### src/rtl/wb_dual_write_sequencer.sv
// ----------------------------------------------------------------------------
// wb_dual_write_sequencer
//
// Purpose:
//   Writeback-stage controller that serializes instructions producing two
//   register results (long multiply, load with base writeback, ...) onto a
//   single register-file write port. The primary result retires in the first
//   cycle while the pipeline is stalled. The secondary result is held in a
//   pending register and retires in the following cycle. The pending write is
//   exposed so the EXE-stage forwarding unit can source it.
//
// Ports:
//   clk, rst             clock, synchronous active-high reset
//   wb_valid             WB stage holds a valid instruction
//   wb_we/dest/val       primary write request
//   wb_we2/dest2/val2    secondary write request
//   rf_we/waddr/wdata    register-file write port (combinational)
//   stall                freeze IF..WB pipeline registers (combinational)
//   pend_valid/dest/val  held second write not yet retired (registered)
//   dual_count           split retirements since reset, wraps (registered)
// ----------------------------------------------------------------------------
module wb_dual_write_sequencer #(
    parameter int DATA_W = 32,
    parameter int ADDR_W = 4,
    parameter int CNT_W  = 16
) (
    input  logic              clk,
    input  logic              rst,
    input  logic              wb_valid,
    input  logic              wb_we,
    input  logic [ADDR_W-1:0] wb_dest,
    input  logic [DATA_W-1:0] wb_val,
    input  logic              wb_we2,
    input  logic [ADDR_W-1:0] wb_dest2,
    input  logic [DATA_W-1:0] wb_val2,
    output logic              rf_we,
    output logic [ADDR_W-1:0] rf_waddr,
    output logic [DATA_W-1:0] rf_wdata,
    output logic              stall,
    output logic              pend_valid,
    output logic [ADDR_W-1:0] pend_dest,
    output logic [DATA_W-1:0] pend_val,
    output logic [CNT_W-1:0]  dual_count
);

    typedef enum logic {
        IDLE,
        SECOND
    } state_t;

    state_t state;
    state_t state_next;

    // Two distinct destinations need two write-port cycles; a matching
    // destination pair collapses to one write where the secondary wins.
    logic is_dual;
    assign is_dual = wb_valid & wb_we & wb_we2 & (wb_dest != wb_dest2);

    // State register, pending second write and split-retirement counter.
    // The counter is bumped on the cycle the dual instruction is accepted.
    always_ff @(posedge clk) begin
        if (rst) begin
            state      <= IDLE;
            pend_valid <= 1'b0;
            pend_dest  <= '0;
            pend_val   <= '0;
            dual_count <= '0;
        end else begin
            state <= state_next;
            if (state == IDLE && is_dual) begin
                pend_valid <= 1'b1;
                pend_dest  <= wb_dest2;
                pend_val   <= wb_val2;
                dual_count <= dual_count + 1'b1;
            end else if (state == SECOND) begin
                pend_valid <= 1'b0;
            end
        end
    end

    // Next-state and write-port steering. Reset forces the port idle so a
    // pending write caught by reset is dropped rather than retired. SECOND
    // never asserts stall, so stall cannot be high on consecutive cycles.
    always_comb begin
        state_next = state;
        rf_we      = 1'b0;
        rf_waddr   = '0;
        rf_wdata   = '0;
        stall      = 1'b0;
        if (!rst) begin
            case (state)
                IDLE: begin
                    if (is_dual) begin
                        rf_we      = 1'b1;
                        rf_waddr   = wb_dest;
                        rf_wdata   = wb_val;
                        stall      = 1'b1;
                        state_next = SECOND;
                    end else if (wb_valid && wb_we2) begin
                        rf_we    = 1'b1;
                        rf_waddr = wb_dest2;
                        rf_wdata = wb_val2;
                    end else if (wb_valid && wb_we) begin
                        rf_we    = 1'b1;
                        rf_waddr = wb_dest;
                        rf_wdata = wb_val;
                    end
                end
                SECOND: begin
                    rf_we      = 1'b1;
                    rf_waddr   = pend_dest;
                    rf_wdata   = pend_val;
                    state_next = IDLE;
                end
                default: state_next = IDLE;
            endcase
        end
    end

endmodule

### config.mk
export PLATFORM = sky130hd
export DESIGN_NAME = wb_dual_write_sequencer
export DESIGN_NICKNAME = d
export VERILOG_FILES = /design/src/rtl/wb_dual_write_sequencer.sv
export SDC_FILE = /design/constraint.sdc
export NUM_CORES = 1
export LEC_CHECK = 0
export CORE_MARGIN = 2
export CORE_UTILIZATION = 38
export CTS_BUF_LIST = sky130_fd_sc_hd__clkbuf_2 sky130_fd_sc_hd__clkbuf_4 sky130_fd_sc_hd__clkbuf_8
export CTS_CLUSTER_DIAMETER = 150
export DETAILED_ROUTE_END_ITERATION = 16
export PLACE_DENSITY_LB_ADDON = 0.05
export SLEW_MARGIN = 20
export SYNTH_ARGS = -nofsm -noshare
export SYNTH_HDL_FRONTEND = slang
export SYNTH_SLANG_ARGS = --single-unit
### constraint.sdc
create_clock -name clk -period 1.93 [get_ports clk]
set_input_delay 0.4825 -clock clk [delete_from_list [all_inputs] [get_ports clk]]
set_output_delay 0.4825 -clock clk [all_outputs]
set_load 0.05 [all_outputs]
==> run metrics <==
Seq cells post-synth 54; Max FO, Critical Path 6; Mapped Area ~3500 um2; fin util 86.8%; core area around 9100 um2; Critical-path top delay cell o211ai_1; ant diodes 0; grt total ovfl 0; drt wl/cell between 20 and 25 um; final hold vios 0; total number of vias around 5,100; All-Layer GR Usage approximately a third; CTS root buf clkbuf_8; failing checks setup timing; Final Critical Period ~2500 ps; Peak Freq approximately 400 MHz; Initial Util between 30% and 40%; fin nets approximately 760; status complete, but fails checks; Distinct cells, synth 37; Hold Path Class in2reg; critical path class in2out; Num CTS Buffers 5; First DRT Iteration DRCs ~280; fraction of registers with async set/reset 0%; Cells after Synth 466; clk_skew ~8 ps; sequential-to-total area share from yosys stat slightly above 30%; P&R area growth vs syn 125%; required time worst endpoint ~1500 ps; most used cell, CP buf_12; RSZ-0062 raised after global routing yes; num rows 35; ratio of cells with drive above 1 in the final layout between 40% and 50%; vias per cell 6.38; post-DP HPWL around 10,000 um; fillcell total approximately 470; Final Wtd Congestion approximately 0.85; Die Area approximately 10,000 um2; max cap viols 0; CTS sink count between 50 and 60; clock buffer depth 2; YS warnings 0; max_slew headroom 65.7%; Hold WS a little under 500 ps; peak supply drop 0.368 mV; min setup slack post-route -580 ps; CP Capture Type output port; Die W between 100 and 150 um; I/O Buffers around 170; Avg Synthesized Cell Area between 7 and 8 um2; Post-DRT Antenna Nets 0; Startpoint Class input pin; top cell type's share of synthesized area a little under a third; vias in the first global route about 5,000; Synth Net Count 544; worst stage delay on the critical path between 300 and 400 ps; number of flops mapped to enable cells by yosys 0; Final period util 130%; first-pass GRT wire length around 26,000 um; CTS Hold Bufs 0; top cells by area, synth dfxtp_1 31%, a221oi_1 9.0%, o211ai_1 6.8%; Die H 100 um; final max-slew violation count 0; Main synth FF type dfxtp_1; Clock Latency Late Sink 320 ps; crit path DAT 2030 ps; multi-input logic area 3270 um2; CTS tree done; PD cells ~440 nW/um2; io pins 168; Leak approximately 0.0028 uW; total chip power about 3500 uW; DR DRC count 0; CP Cell Sequence buf_8 -> xnor2_4 -> buf_6 -> nand4_1 -> buf_6 -> buf_12 -> buf_12 -> o211ai_1 -> a221oi_4 -> buf_12; Pre-antenna DRT Iters 6; largest net degree at the start of global routing 42; FF+latch area approximately 1100 um2; initial antenna violation count 0; clock slew at reported path FFs approximately 100 ps; Slew @ Worst Pin 514 ps; # setup viols final 66; CTS H-tree depth 2; Total Wirelength between 15,000 and 20,000 um; Yosys top cell by area dfxtp_1
## metal layers
metal  wire length (um)  part of all wire (%)  global-route usage [%]  up-vias
li1                   -                     -                       -     2239
met1               6760                    37                    38.1     2494
met2               9410                    51                    59.6      273
met3               1240                   6.7                    4.25       82
met4                989                   5.4                    15.6        0
met5                  0                     0                       0        -
## registers in the layout, indices dropped and copies added, names as in the netlist
name / flops
state: 1
dual_count: 16
pend_val: 32
pend_dest: 4
pend_valid: 1
## synth_stat cells (2+ instances only)
cell type / n
a21oi_1: 47
a221oi_1: 36
a22o_1: 4
a31oi_1: 33
a41o_1: 5
and2_1: 3
and4_1: 3
buf_1: 4
buf_2: 11
buf_6: 2
clkbuf_1: 39
clkbuf_2: 2
dfxtp_1: 54
inv_1: 40
mux2_2: 9
nand2_1: 4
nand3_1: 43
nand4_1: 5
nor2_1: 10
nor2b_1: 12
nor3_1: 4
nor3b_1: 3
nor4_1: 2
nor4b_1: 2
o211ai_1: 32
o21ai_0: 41
or3_1: 3
xnor2_1: 4
## repair_timing
action,4_1_cts,5_1_grt
endpoints found under the setup margin,91,47
gates resized for setup,133,69
gates cloned,8,3
buffers inserted,17,9
pin swaps,65,45
## cells by family (layout without fill, tap and decap cells)
logic type / after synthesis / in the layout / share of synthesized area (%)
AND/OR/NAND/NOR: 99 / 99 / 16.2
XOR/XNOR: 4 / 4 / 0.997
AO/OA/AOI/OAI: 200 / 200 / 37.1
adder cells (fa/ha/maj): 1 / 1 / 0.356
flip-flops: 54 / 54 / 30.8
buffers and inverters: 98 / 318 / 11.4
multiplexers: 10 / 10 / 3.20
## critical path: cells and delay by family
family	cells	cell delay, ps
compound gates	2	430
simple gates	1	90
buf+inv	6	830
xor+xnor	1	180
## cell type report
type	instances	area share (%)
Sequential cell	54	13.8
Inverter	40	1.90
Multi-Input combinational cell	314	41.3
Clock buffer	6	1.04
Timing Repair Buffer	270	40.1
Tap cell	111	1.76
Clock inverter	2	0.158
## path summary, 6_finish.rpt
kind | startpoint | to | slack [ps] | depth (start not counted)
worst max-delay path | wb_dest[2] | rf_wdata[11] | -580 | 10
worst min-delay path | rst | pend_val[7] | 490 | 2
worst max register to register | state | dual_count[14] | 20 | 6
worst min register to register | pend_val[12] | pend_val[12] | 500 | 2
## stage by stage
| step | TNS [ps] | instance area [um2] | setup slack [ps] | cells |
|---|---|---|---|---|
| floorplan | -10560 | 4380 | -314 | 466 |
| global placement | -59720 | 6750 | -854 | 758 |
| detailed placement | -63990 | 6750 | -925 | 758 |
| CTS | -18460 | 7600 | -563 | 789 |
| global route | -22660 | 7910 | -656 | 797 |
| finish | -20030 | 7910 | -580 | 797 |
## where the power goes
part           switching, uW  internal [uW]
Combinational            867            771
Sequential              30.2           1140
Clock                    403            290
Total                   1300           2200
## placed cells by master (no fill, tap or decap), types with 7 or more instances in the layout
master	n
dfxtp_1	51
inv_1	40
a31oi_1	9
nor2_1	10
o21ai_0	19
a31oi_2	7
o21ai_2	10
buf_12	54
o211ai_1	32
nor2b_1	10
o21ai_1	12
nand3_1	39
a31oi_4	17
a221oi_4	36
buf_4	111
a21oi_1	44
buf_6	23
clkdlybuf4s50_1	64
Power figures use the tool's default switching activity.
